[config.mk]
export PLATFORM = sky130hd
export DESIGN_NAME = spi_xfer_ctrl
export DESIGN_NICKNAME = d
export VERILOG_FILES = /design/src/rtl/spi_pkg.sv /design/src/rtl/spi_baud_gen.sv /design/src/rtl/spi_xfer_ctrl.sv
export SDC_FILE = /design/constraint.sdc
export NUM_CORES = 1
export LEC_CHECK = 0
export ABC_AREA = 0
export CAP_MARGIN = 20
export CORE_ASPECT_RATIO = 2
export CORE_MARGIN = 3
export CORE_UTILIZATION = 55
export DETAILED_ROUTE_END_ITERATION = 8
export PLACE_DENSITY = 0.78
export SYNTH_ARGS = -nofsm -noshare
export SYNTH_HDL_FRONTEND = slang
export SYNTH_SLANG_ARGS = --single-unit
export TNS_END_PERCENT = 1
[constraint.sdc]
create_clock -name PCLK -period 4 [get_ports PCLK]
set_clock_uncertainty 0.15 [all_clocks]
set_input_delay 0.8 -clock PCLK [delete_from_list [all_inputs] [get_ports PCLK]]
set_output_delay 0.8 -clock PCLK [all_outputs]
set_load 0.01 [all_outputs]
[src/rtl/spi_pkg.sv]
// rtl/spi_pkg.sv - shared types and constants for the SPI master transfer sequencer
package spi_pkg;

    localparam int SPI_BAUD_W      = 12;
    localparam int SPI_FRAME_BITS  = 8;
    localparam int SPI_FRAME_EDGES = 2 * SPI_FRAME_BITS;

    typedef enum logic [1:0] {
        IDLE  = 2'd0,
        START = 2'd1,
        XFER  = 2'd2,
        DONE  = 2'd3
    } spi_state_e;

endpackage

[src/rtl/spi_baud_gen.sv]
// rtl/spi_baud_gen.sv - SCLK half-period counter with terminal-count strobe
module spi_baud_gen
    import spi_pkg::*;
#(
    parameter int BAUD_W = SPI_BAUD_W
) (
    input  logic       PCLK,
    input  logic       PRESETn,
    input  logic       en,
    input  logic [2:0] sppr,
    input  logic [2:0] spr,
    output logic       tc
);

    logic [BAUD_W-1:0] half;
    logic [BAUD_W-1:0] cnt_q;

    // Half-period H = (sppr+1) * 2^spr, i.e. half of the divisor (sppr+1) * 2^(spr+1).
    assign half = BAUD_W'({1'b0, sppr} + 4'd1) << spr;
    assign tc   = en && (cnt_q == half - BAUD_W'(1));

    always_ff @(posedge PCLK or negedge PRESETn) begin
        if (!PRESETn) begin
            cnt_q <= '0;
        end else if (!en || tc) begin
            cnt_q <= '0;
        end else begin
            cnt_q <= cnt_q + BAUD_W'(1);
        end
    end

endmodule

[src/rtl/spi_xfer_ctrl.sv]
// rtl/spi_xfer_ctrl.sv - SPI frame sequencer: SS, SCLK and shift strobes; SPI_MODF_EN enables mode-fault abort
module spi_xfer_ctrl
    import spi_pkg::*;
#(
    parameter int BAUD_W = SPI_BAUD_W
) (
    input  logic       PCLK,
    input  logic       PRESETn,
    input  logic       spe_i,
    input  logic       cpol_i,
    input  logic       cpha_i,
    input  logic [2:0] sppr_i,
    input  logic [2:0] spr_i,
    input  logic       send_req_i,
    input  logic       ss_in_i,
    output logic       ss_o,
    output logic       sclk_o,
    output logic       send_data_o,
    output logic       receive_data_o,
    output logic       mosi_send_sclk_o,
    output logic       mosi_send_sclk0_o,
    output logic       miso_receive_sclk_o,
    output logic       miso_receive_sclk0_o,
    output logic       tip_o,
    output logic       spif_o,
    output logic       modf_o
);

    spi_state_e state_q, state_d;
    logic       cpol_q, cpha_q;
    logic [2:0] sppr_q, spr_q;
    logic       sclk_q;
    logic [3:0] edge_cnt_q;
    logic       sends_done_q;
    logic       rx_rise_q, rx_fall_q;
    logic       tc, fault, stay, tx_fire;
    logic       unused_ok;

`ifdef SPI_MODF_EN
    logic modf_q;

    assign fault  = spe_i && !ss_in_i && (state_q != IDLE);
    assign modf_o = modf_q;

    always_ff @(posedge PCLK or negedge PRESETn) begin
        if (!PRESETn) begin
            modf_q <= 1'b0;
        end else if (!spe_i) begin
            modf_q <= 1'b0;
        end else if (fault) begin
            modf_q <= 1'b1;
        end
    end

    assign unused_ok = &{1'b0, cpha_q};
`else
    assign fault     = 1'b0;
    assign modf_o    = 1'b0;
    assign unused_ok = &{1'b0, cpha_q, ss_in_i};
`endif

    spi_baud_gen #(.BAUD_W(BAUD_W)) u_baud (
        .PCLK    (PCLK),
        .PRESETn (PRESETn),
        .en      (state_q == XFER),
        .sppr    (sppr_q),
        .spr     (spr_q),
        .tc      (tc)
    );

    assign stay    = spe_i && !fault;
    assign tx_fire = (state_q == XFER) && tc && !sends_done_q && stay;

    always_comb begin
        state_d = state_q;
        case (state_q)
            IDLE:    if (send_req_i && spe_i) state_d = START;
            START:   state_d = XFER;
            XFER:    if ((rx_rise_q || rx_fall_q) && sends_done_q) state_d = DONE;
            DONE:    state_d = IDLE;
            default: state_d = IDLE;
        endcase
        if (!stay) begin
            state_d = IDLE;
        end
    end

    always_ff @(posedge PCLK or negedge PRESETn) begin
        if (!PRESETn) begin
            state_q <= IDLE;
        end else begin
            state_q <= state_d;
        end
    end

    always_ff @(posedge PCLK or negedge PRESETn) begin
        if (!PRESETn) begin
            cpol_q       <= 1'b0;
            cpha_q       <= 1'b0;
            sppr_q       <= '0;
            spr_q        <= '0;
            sclk_q       <= 1'b0;
            edge_cnt_q   <= '0;
            sends_done_q <= 1'b0;
            rx_rise_q    <= 1'b0;
            rx_fall_q    <= 1'b0;
        end else begin
            rx_rise_q <= tx_fire && !sclk_q;
            rx_fall_q <= tx_fire && sclk_q;
            if (state_q == START) begin
                cpol_q       <= cpol_i;
                cpha_q       <= cpha_i;
                sppr_q       <= sppr_i;
                spr_q        <= spr_i;
                edge_cnt_q   <= '0;
                sends_done_q <= 1'b0;
            end else if (tx_fire) begin
                edge_cnt_q <= edge_cnt_q + 4'd1;
                if (edge_cnt_q == 4'(SPI_FRAME_EDGES - 1)) begin
                    sends_done_q <= 1'b1;
                end
            end
            // Outside an active frame the clock idles at the live polarity setting.
            if ((state_q != XFER) || (state_d == IDLE)) begin
                sclk_q <= cpol_i;
            end else if (tx_fire) begin
                sclk_q <= ~sclk_q;
            end
        end
    end

    assign ss_o                 = (state_q == IDLE);
    assign tip_o                = (state_q != IDLE);
    assign sclk_o               = sclk_q;
    assign send_data_o          = (state_q == START);
    assign receive_data_o       = (state_q == DONE);
    assign spif_o               = (state_q == DONE);
    assign mosi_send_sclk_o     = tx_fire && !sclk_q;
    assign mosi_send_sclk0_o    = tx_fire && sclk_q;
    assign miso_receive_sclk_o  = rx_rise_q;
    assign miso_receive_sclk0_o = rx_fall_q;

endmodule

==> reports/qor.yml, run 1 <==
sta:
  final.setup.worst_slack_ns: -0.0145
  relSlewSlack: 0.583
  fin_crit_ns: 4.01
  timing.hold.ws_ns: 0.382
  maxSlewViolCount: 0
  final_hold_viol_count: 0
  setup_viol: 2
  worst_slew_pin_slew_ns: 0.617
  rsz0062_at_grt: "true"
  period_share: 1.00
  final.setup.tns_ns: -0.0220
  max_freq_ghz: 0.249
clock_tree:
  cts.path.max_buffers: 2
  holdBufCountCts: 0
  clk_latency_ns: 0.28
  cts-root-buf: "clkbuf_8"
  cts_tree: "yes"
  path_clk_slew_ns: 0.10
  cts_made_buffers: 3
  numClockSinks: 28
  htree_levels: 1
pwr:
  internal_power_mw: 1.58
  sw_frac_of_total: 0.453
  cellPowerDensity_nw_per_um2: 950
  p_sw_mw: 1.31
  combinationalPowerShare: 0.785
  pwr-share-clk: 0.078
  leakage_nw: 1.32
  peakVddDrop_v: 0.000575
  power_frac_seq: 0.137
  total_power_mw: 2.89
critical_path:
  cp_top_family: "simple AND/OR/NAND/NOR gates"
  crit_chain: "ha_4, buf_4, nand2b_1, buf_4, nand2_1, nand3_1, ha_1, xor2_1, xnor2_1, nand4_1, nor4_4, nand2_1, nor2_2, buf_2"
  cp-start-kind: "register"
  critPathCaptureType: "primary output"
  slowest_stage: "dfrtp_1"
  worst-path-buf-inv: 3
  crit_arrival_ns: 3.06
  slowest_delay_ns: 0.43
  crit_type: "reg -> out"
  required_ns: 3.05
  worstPathMaxFanout: 3
floorplan:
  coreArea_sq_um: 4090
  die-width_um: 52.1
  initial_core_util: 0.572
  die_area_sq_um: 5120
  rows: 33
  ios: 24
  die_h_um: 98.2
finish:
  multiInputGateArea_sq_um: 1570
  area_delta_synth_final_pct: 30.3
  final_util: 0.745
  fin_cells: 371
  antennaDiodeCount: 0
  fin_nets: 341
  drive_gt1_frac: 0.282
  seq_area_sq_um: 701
  n_fill_cell: 295
grt:
  grt_pass1_vias: 2283
  grt_max_degree: 29
  grt_pass1_wl_um: 10800
  antenna_found_initial: 0
  grt_overflow_total: 0
  track_usage: 0.273
routing:
  viasPerCell: 5.93
  drt_iter0_markers: 86
  drc: 0
  vias: 2200
  wl_per_cell_um: 16.9
  drtPass1Iterations: 4
  wl_um: 6260
  ant_nets: 0
logic_synthesis:
  synth-async-reset-ratio: 1.00
  synth_top_area_cell: "dfrtp_1"
  synth_top_area_frac: 0.300
  yosysMostFrequentCell: "dfrtp_1"
  syn_inst: 259
  yosysUniqueCellTypes: 61
  syn_nets: 280
  synth-edff-count: 0
  syn-cell-area_sq_um: 2340
  yosys_warnings: 0
  ys_ff_latch: 28
  synth_area_leaders: "dfrtp_1 30%, xnor2_1 6.4%, ha_1 4.3%"
  ys_seq_area_frac: 0.300
  yosys_most_used_dff: "dfrtp_1"
  synthTopCellsByCount: "28 x dfrtp_1, 22 x nor2_1, 17 x xnor2_1"
  avgSynthCellArea_sq_um: 9.03
place:
  port_buffers: 20
  placedCellCount: 360
  hpwl_um: 4600
  gp_congestion: 0.866
hold_path:
  min_path_type: "reg -> reg"
run_status:
  status: "finished with violations"
  violations: "negative setup slack"
job:
  drv_cap: 0
[worst paths after layout]
path	from	to	slack (ns)	cells after the start
hold reg to reg	u_baud.cnt_q[0]	u_baud.cnt_q[0]	0.38	1
min in group asynchronous	PRESETn	sppr_q[2]	0.73	2
setup reg to reg	sppr_q[0]	edge_cnt_q[2]	0.51	11
max in group asynchronous	PRESETn	u_baud.cnt_q[3]	2.70	2
hold / removal	u_baud.cnt_q[0]	u_baud.cnt_q[0]	0.38	1
setup / recovery	sppr_q[0]	mosi_send_sclk0_o	-0.01	14
[state kept, by name (all words and copies together) (netlist names)]
name                  cells
edge_cnt_q                4
spr_q                     3
sclk_o                    1
sends_done_q              1
miso_receive_sclk0_o      1
state_q                   2
sppr_q                    3
u_baud.cnt_q             12
miso_receive_sclk_o       1
[worst reg2reg max path, cell delays in order (launching register included)]
cell and delay (ns):
dfrtp_1 0.43, ha_4 0.20, xor2_2 0.19, o211a_1 0.29, nor4_4 0.49, nand4_1 0.22
xnor2_1 0.23, buf_4 0.16, nor2_2 0.12, nand4_2 0.18, nor4b_2 0.35, mux2_1 0.36
[area by class of cell]
type | instances | area share
multi-input cells | 202 | 0.515
flip-flops and latches | 28 | 0.230
repair buffers | 73 | 0.195
well taps | 52 | 0.0214
inverters | 12 | 0.0148
clock buffers | 3 | 0.0136
clock inverters | 1 | 0.00986
[repair_timing]
action,CTS,global route
setup endpoints to repair,2,2
gates resized for setup,21,0
setup buffers,7,0
pin swaps,16,2
[stage by stage]
stage | setup slack, ns | area (sq um)
after CTS | -0.0103 | 3050
after floorplan | 0.268 | 2340
final | -0.0145 | 3050
after global placement | -0.266 | 2860
after detailed placement | -0.342 | 2860
after global routing | -0.215 | 3050
[power by group through the flow]
stage | Combinational [mW] | Clock [mW] | Sequential (mW)
2_1_floorplan | 1.31 | 0 | 0.366
3_3_place_gp | 1.98 | 0 | 0.394
3_5_place_dp | 2.02 | 0 | 0.396
4_1_cts | 2.25 | 0.226 | 0.397
5_1_grt | 2.45 | 0.237 | 0.405
6_report | 2.27 | 0.225 | 0.397
[metal layers]
layer / GRT usage / part of all wire / wire length [um]
met1: 0.280 / 0.35 / 2210
met4: 0.152 / 0.056 / 351
met3: 0.0305 / 0.021 / 130
met5: 0 / 0 / 0
met2: 0.501 / 0.57 / 3570
[cells by family (layout without fill, tap and decap cells)]
logic type | count (synthesis) | in the layout | share of synthesized area
compound gates | 52 | 52 | 0.170
fa+ha+maj | 8 | 8 | 0.0428
xor+xnor | 29 | 29 | 0.112
other cells | 1 | 1 | 0.00160
simple gates | 102 | 102 | 0.272
buf+inv | 29 | 89 | 0.0556
flops | 28 | 28 | 0.300
mux | 10 | 10 | 0.0471
[layout by cell type, fill, tap and decap left out, types with 3 or more instances in the layout]
| cell type | netlist | routed |
|---|---|---|
| and4b_1 | 3 | 3 |
| inv_1 | 12 | 12 |
| dfrtp_1 | 28 | 28 |
| nand4_1 | 7 | 7 |
| nand3_1 | 11 | 11 |
| mux2_1 | 3 | 3 |
| xor2_1 | 11 | 11 |
| clkdlybuf4s50_1 | 0 | 18 |
| a21oi_1 | 6 | 5 |
| a31oi_1 | 5 | 5 |
| nor2b_1 | 4 | 4 |
| ha_1 | 8 | 7 |
| o21ai_0 | 8 | 8 |
| nand2b_1 | 10 | 9 |
| buf_4 | 2 | 51 |
| nor3_2 | 2 | 3 |
| mux2_2 | 5 | 5 |
| nor2_1 | 22 | 21 |
| nor4_4 | 2 | 3 |
| xnor2_1 | 17 | 16 |
| nand3b_1 | 3 | 3 |
| and3_1 | 7 | 7 |
| nand2_1 | 13 | 13 |
| clkbuf_8 | 0 | 3 |
| o21a_1 | 3 | 3 |
(Power assumes the default switching activity.)
==> inputs of run 2 (changes only) <==
--- a/config.mk
+++ b/config.mk
@@ -11,7 +11,9 @@
 export CORE_MARGIN = 3
 export CORE_UTILIZATION = 55
 export DETAILED_ROUTE_END_ITERATION = 8
-export PLACE_DENSITY = 0.78
+export DONT_BUFFER_PORTS = 1
+export HOLD_SLACK_MARGIN = 0.06
+export PLACE_DENSITY = 0.7
 export SYNTH_ARGS = -nofsm -noshare
 export SYNTH_HDL_FRONTEND = slang
 export SYNTH_SLANG_ARGS = --single-unit
==> run 2 against run 1 <==
  * First-iteration DRC count is 29% lower
  * Wire length is 13% lower
  * Critical path type unchanged
  * Count of clock-buffer cells in the layout stayed put
  * Die area stayed put
  * Register-to-register slack hardly changed
  * Global-route usage is 4.9 points lower
  * Sequential power is 8.6% higher
  * Flip-flop and latch count stayed put
  * Critical path depth is 2 lower
  * Hold slack worse by 0.21 ns
  * Maximum frequency is 0.22% lower
  * Total power is 9.1% lower
  * The run still ends with negative setup slack left
==> reports/qor.yml, run 2 (synthesis results as in run 1) <==
grt:
  grt_overflow_total: 0
  track_usage: 0.223
  grt_pass1_vias: 1898
  antenna_found_initial: 0
  grt_max_degree: 29
  grt_pass1_wl_um: 8850
clock_tree:
  cts_made_buffers: 3
  cts_tree: "yes"
  htree_levels: 1
  numClockSinks: 28
  path_clk_slew_ns: 0.10
  clk_latency_ns: 0.28
  cts.path.max_buffers: 2
  cts-root-buf: "clkbuf_8"
run_status:
  violations: "negative setup slack"
  status: "finished with violations"
finish:
  area_delta_synth_final_pct: 15.1
  fin_area_sq_um: 2690
  antennaDiodeCount: 0
  seq_area_sq_um: 703
  multiInputGateArea_sq_um: 1610
  fin_cells: 320
  top_regs: "u_baud.cnt_q: 12 flops, edge_cnt_q: 4 flops"
  fin_nets: 290
  largest_reg_flops: 12
  layout_commonest_cell: "dfrtp_1"
  drive_gt1_frac: 0.235
  regMostFlops: "u_baud.cnt_q"
  n_fill_cell: 342
  final_cell_mix: "26 x dfrtp_1, 21 x nor2_1, 18 x buf_4"
hold_path:
  min_path_type: "in -> async"
pwr:
  internal_power_mw: 1.37
  combinationalPowerShare: 0.751
  pwr-share-clk: 0.085
  p_sw_mw: 1.26
  peakVddDrop_v: 0.000614
  leakage_nw: 1.11
  power_frac_seq: 0.164
  cellPowerDensity_nw_per_um2: 977
  sw_frac_of_total: 0.479
floorplan:
  coreArea_sq_um: 4090
  die-width_um: 52.1
  rows: 33
  die_h_um: 98.2
  die_area_sq_um: 5120
  ios: 24
  initial_core_util: 0.572
routing:
  drc: 0
  wl_per_cell_um: 17.0
  vias: 1942
  ant_nets: 0
  drt_iter0_markers: 61
  drtPass1Iterations: 4
  wl_um: 5450
  viasPerCell: 6.07
critical_path:
  worst-path-buf-inv: 2
  crit_arrival_ns: 3.07
  slowest_stage: "dfrtp_1"
  slowest_delay_ns: 0.43
  cp-start-kind: "register"
  worstPathMaxFanout: 6
  crit_chain: "ha_4, xor2_2, buf_6, a211o_1, and2_4, buf_6, nor4_4, xnor2_2, nand2b_4, nor4_4, nand2_2, nor2_4"
  required_ns: 3.05
  critPathCaptureType: "primary output"
  crit_type: "reg -> out"
  cp_top_family: "simple AND/OR/NAND/NOR gates"
sta:
  max_freq_ghz: 0.249
  period_share: 1.01
  fin_crit_ns: 4.02
  final.setup.worst_slack_ns: -0.0234
  final_hold_viol_count: 0
  setup_viol: 1
  rsz0062_at_grt: "true"
  relSlewSlack: 0.566
  worst_slew_pin_slew_ns: 0.651
  maxSlewViolCount: 0
place:
  place_area_sq_um: 2460
  hpwl_um: 4060
  port_buffers: 0
  placedCellCount: 311
  gp_congestion: 0.883
job:
  drv_cap: 0
[run 2: final timing paths]
path / start / endpoint / slack (ns) / cells past startpoint
max in group asynchronous: PRESETn / spr_q[1] / 3.36 / 1
min in group PCLK: sends_done_q / sends_done_q / 0.39 / 2
max reg2reg: sppr_q[1] / edge_cnt_q[2] / 0.52 / 11
min: PRESETn / sppr_q[1] / 0.17 / 1
min reg2reg: sends_done_q / sends_done_q / 0.39 / 2
max: sppr_q[1] / mosi_send_sclk0_o / -0.02 / 12
[run 2: area by class of cell]
cell class              instances  area share
clock inverters                 1      0.0112
multi-input cells             202       0.598
inverters                      12      0.0167
flip-flops and latches         28       0.261
repair buffers                 22      0.0734
clock buffers                   3      0.0153
well taps                      52      0.0242
[run 2: routing by layer]
layer  vias up  part of all wire  wire (um)  global-route usage
li1        940                 -          -                   -
met1       940              0.37       2020               0.237
met2        42              0.56       3080               0.415
met3        20             0.025        134              0.0244
met4         0             0.040        216              0.0990
met5         -                 0          0                   0
[run 2: stage by stage]
| step | TNS [ns] | utilization | total power, mW | setup WS [ns] | hold slack (ns) |
|---|---|---|---|---|---|
| 2_1_floorplan | 0 | - | 1.68 | 0.268 | 0.326 |
| 3_3_place_gp | 0 | 0.601 | 2.08 | 0.121 | 0.355 |
| 3_5_place_dp | 0 | 0.601 | 2.09 | 0.0513 | 0.355 |
| 4_1_cts | 0 | 0.630 | 2.38 | 0.000692 | 0.174 |
| 5_1_grt | -0.254 | 0.659 | 2.81 | -0.144 | 0.168 |
| 6_report | -0.0234 | 0.659 | 2.63 | -0.0234 | 0.170 |
[run 2: worst register-to-register path, delay by kind of cell, from the launching register on]
kind	cells	cell delay [ns]
buf+inv	1	0.16
fa+ha+maj	1	0.21
simple gates	3	0.71
flops	1	0.43
xor+xnor	1	0.19
compound gates	3	0.87
mux	2	0.66
[run 2: what timing repair did]
action | CTS | global route
hold endpoints to repair | 28 | 0
gates resized for setup | 8 | 15
pin swaps | 3 | 9
endpoints found under the setup margin | 2 | 2
setup buffers | 0 | 4
hold buffers | 1 | 0
[run 2: power groups by stage]
stage	Clock, mW	Sequential [mW]	Combinational, mW
final	0.224	0.431	1.98
after global routing	0.237	0.440	2.14
after CTS	0.230	0.421	1.72
after detailed placement	0	0.424	1.67
after global placement	0	0.423	1.66
after floorplan	0	0.366	1.31
==> inputs of run 3 (changes only) <==
--- a/config.mk
+++ b/config.mk
@@ -13,7 +13,7 @@
 export DETAILED_ROUTE_END_ITERATION = 8
 export DONT_BUFFER_PORTS = 1
 export HOLD_SLACK_MARGIN = 0.06
-export PLACE_DENSITY = 0.7
+export PLACE_DENSITY = 0.8
 export SYNTH_ARGS = -nofsm -noshare
 export SYNTH_HDL_FRONTEND = slang
 export SYNTH_SLANG_ARGS = --single-unit
==> run 3 against run 2 <==
  * The flow now finishes without violations
  * Non-clock buffer count is 13 higher
  * Count of clock-buffer cells in the layout stayed put
  * Setup slack better by 0.097 ns
  * First-iteration DRC count is 41% lower
  * Critical path depth is 2 lower
  * Hold slack worse by 0.0029 ns
  * Critical endpoint unchanged
==> reports/qor.yml, run 3 (synthesis results as in run 1) <==
place:
  port_buffers: 0
  hpwl_um: 4100
  place_area_sq_um: 2450
  placedCellCount: 312
  gp_congestion: 0.865
  dpl_worst_slack_ns: 0.0584
sta:
  fin_crit_ns: 3.93
  final_hold_viol_count: 0
  rsz0062_at_grt: "true"
  final.setup.tns_ns: 0
  setup_viol: 0
  period_share: 0.982
  final.setup.worst_slack_ns: 0.0733
  relSlewSlack: 0.573
  maxSlewViolCount: 0
  worst_slew_pin_slew_ns: 0.641
  max_freq_ghz: 0.255
  timing.hold.ws_ns: 0.167
clock_tree:
  htree_levels: 1
  numClockSinks: 28
  cts.path.max_buffers: 2
  path_clk_slew_ns: 0.10
  cts_tree: "yes"
  cts_made_buffers: 3
  clk_latency_ns: 0.28
  cts-root-buf: "clkbuf_8"
finish:
  antennaDiodeCount: 0
  seq_area_sq_um: 704
  area_delta_synth_final_pct: 18.4
  drive_gt1_frac: 0.270
  fin_area_sq_um: 2770
  layout_commonest_cell: "buf_4"
  top_regs: "u_baud.cnt_q: 12 flops, edge_cnt_q: 4 flops"
  multiInputGateArea_sq_um: 1590
  final_cell_mix: "32 x buf_4, 25 x dfrtp_1, 21 x nor2_1"
  n_fill_cell: 308
  regMostFlops: "u_baud.cnt_q"
  fin_nets: 303
  final_util: 0.677
  largest_reg_flops: 12
  fin_cells: 333
critical_path:
  crit_arrival_ns: 2.98
  critPathCaptureType: "primary output"
  cp-start-kind: "register"
  crit_type: "reg -> out"
  worstPathMaxFanout: 3
  required_ns: 3.05
pwr:
  p_sw_mw: 1.24
  pwr-share-clk: 0.087
  leakage_nw: 1.16
  cellPowerDensity_nw_per_um2: 936
  peakVddDrop_v: 0.000497
  internal_power_mw: 1.35
  combinationalPowerShare: 0.749
  sw_frac_of_total: 0.479
  total_power_mw: 2.59
  power_frac_seq: 0.164
grt:
  track_usage: 0.236
  antenna_found_initial: 0
  grt_overflow_total: 0
  grt_pass1_vias: 2119
  grt_pass1_wl_um: 9290
  grt_max_degree: 29
routing:
  wl_per_cell_um: 17.1
  drt_iter0_markers: 36
  vias: 2060
  wl_um: 5690
  drtPass1Iterations: 4
  viasPerCell: 6.19
  ant_nets: 0
  drc: 0
floorplan:
  rows: 33
  die_area_sq_um: 5120
  initial_core_util: 0.572
  ios: 24
  die_h_um: 98.2
  coreArea_sq_um: 4090
  die-width_um: 52.1
hold_path:
  min_path_type: "in -> async"
job:
  drv_cap: 0
run_status:
  status: "completed"
==> run 3: worst paths after layout <==
kind / startpoint / to / slack, ns / cells past startpoint
worst max register to register: sppr_q[0] / sclk_o / 0.10 / 18
min in group PCLK: u_baud.cnt_q[0] / u_baud.cnt_q[0] / 0.38 / 1
max in group asynchronous: PRESETn / spr_q[0] / 3.37 / 1
worst min register to register: u_baud.cnt_q[0] / u_baud.cnt_q[0] / 0.38 / 1
worst min-delay path: PRESETn / sppr_q[2] / 0.17 / 1
worst max-delay path: sppr_q[0] / mosi_send_sclk0_o / 0.07 / 10
==> run 3: area by class of cell <==
type                       count  area share
multi-input combinational    202       0.575
sequential                    28       0.254
timing repair buffer          35       0.105
tap                           52      0.0235
inverter                      12      0.0163
clock buffer                   3      0.0149
clock inverter                 1      0.0108
==> run 3: per-layer routing <==
metal | vias to the layer above | global-route usage | wire (um)
met1 | 996 | 0.239 | 2010
met4 | 0 | 0.152 | 332
met5 | - | 0 | 0
met3 | 32 | 0.0260 | 171
met2 | 61 | 0.428 | 3180
li1 | 971 | - | -
==> run 3: what timing repair did <==
action / in CTS / in global routing
pin swaps: 7 / 3
resized for setup: 14 / 6
buffers inserted: 13 / 3
endpoints found under the hold margin: 28 / 0
hold buffers: 1 / 0
endpoints found under the setup margin: 2 / 3
==> run 3: power groups by stage <==
stage / logic, mW / clock network, mW / registers [mW]
finish: 1.94 / 0.226 / 0.425
detailed placement: 1.65 / 0 / 0.428
floorplan: 1.31 / 0 / 0.366
CTS: 1.84 / 0.230 / 0.430
global placement: 1.62 / 0 / 0.424
global route: 2.10 / 0.242 / 0.433
==> run 3: critical path, cell delays in order (launching register included) <==
cell and delay (ns):
dfrtp_1 0.42, ha_4 0.19, xor2_2 0.18, o211a_1 0.27, or4_4 0.55, nor4_4 0.22, xnor2_2 0.12, nand2b_4 0.16
nor4_4 0.30, nand2_1 0.11, nor2_2 0.17
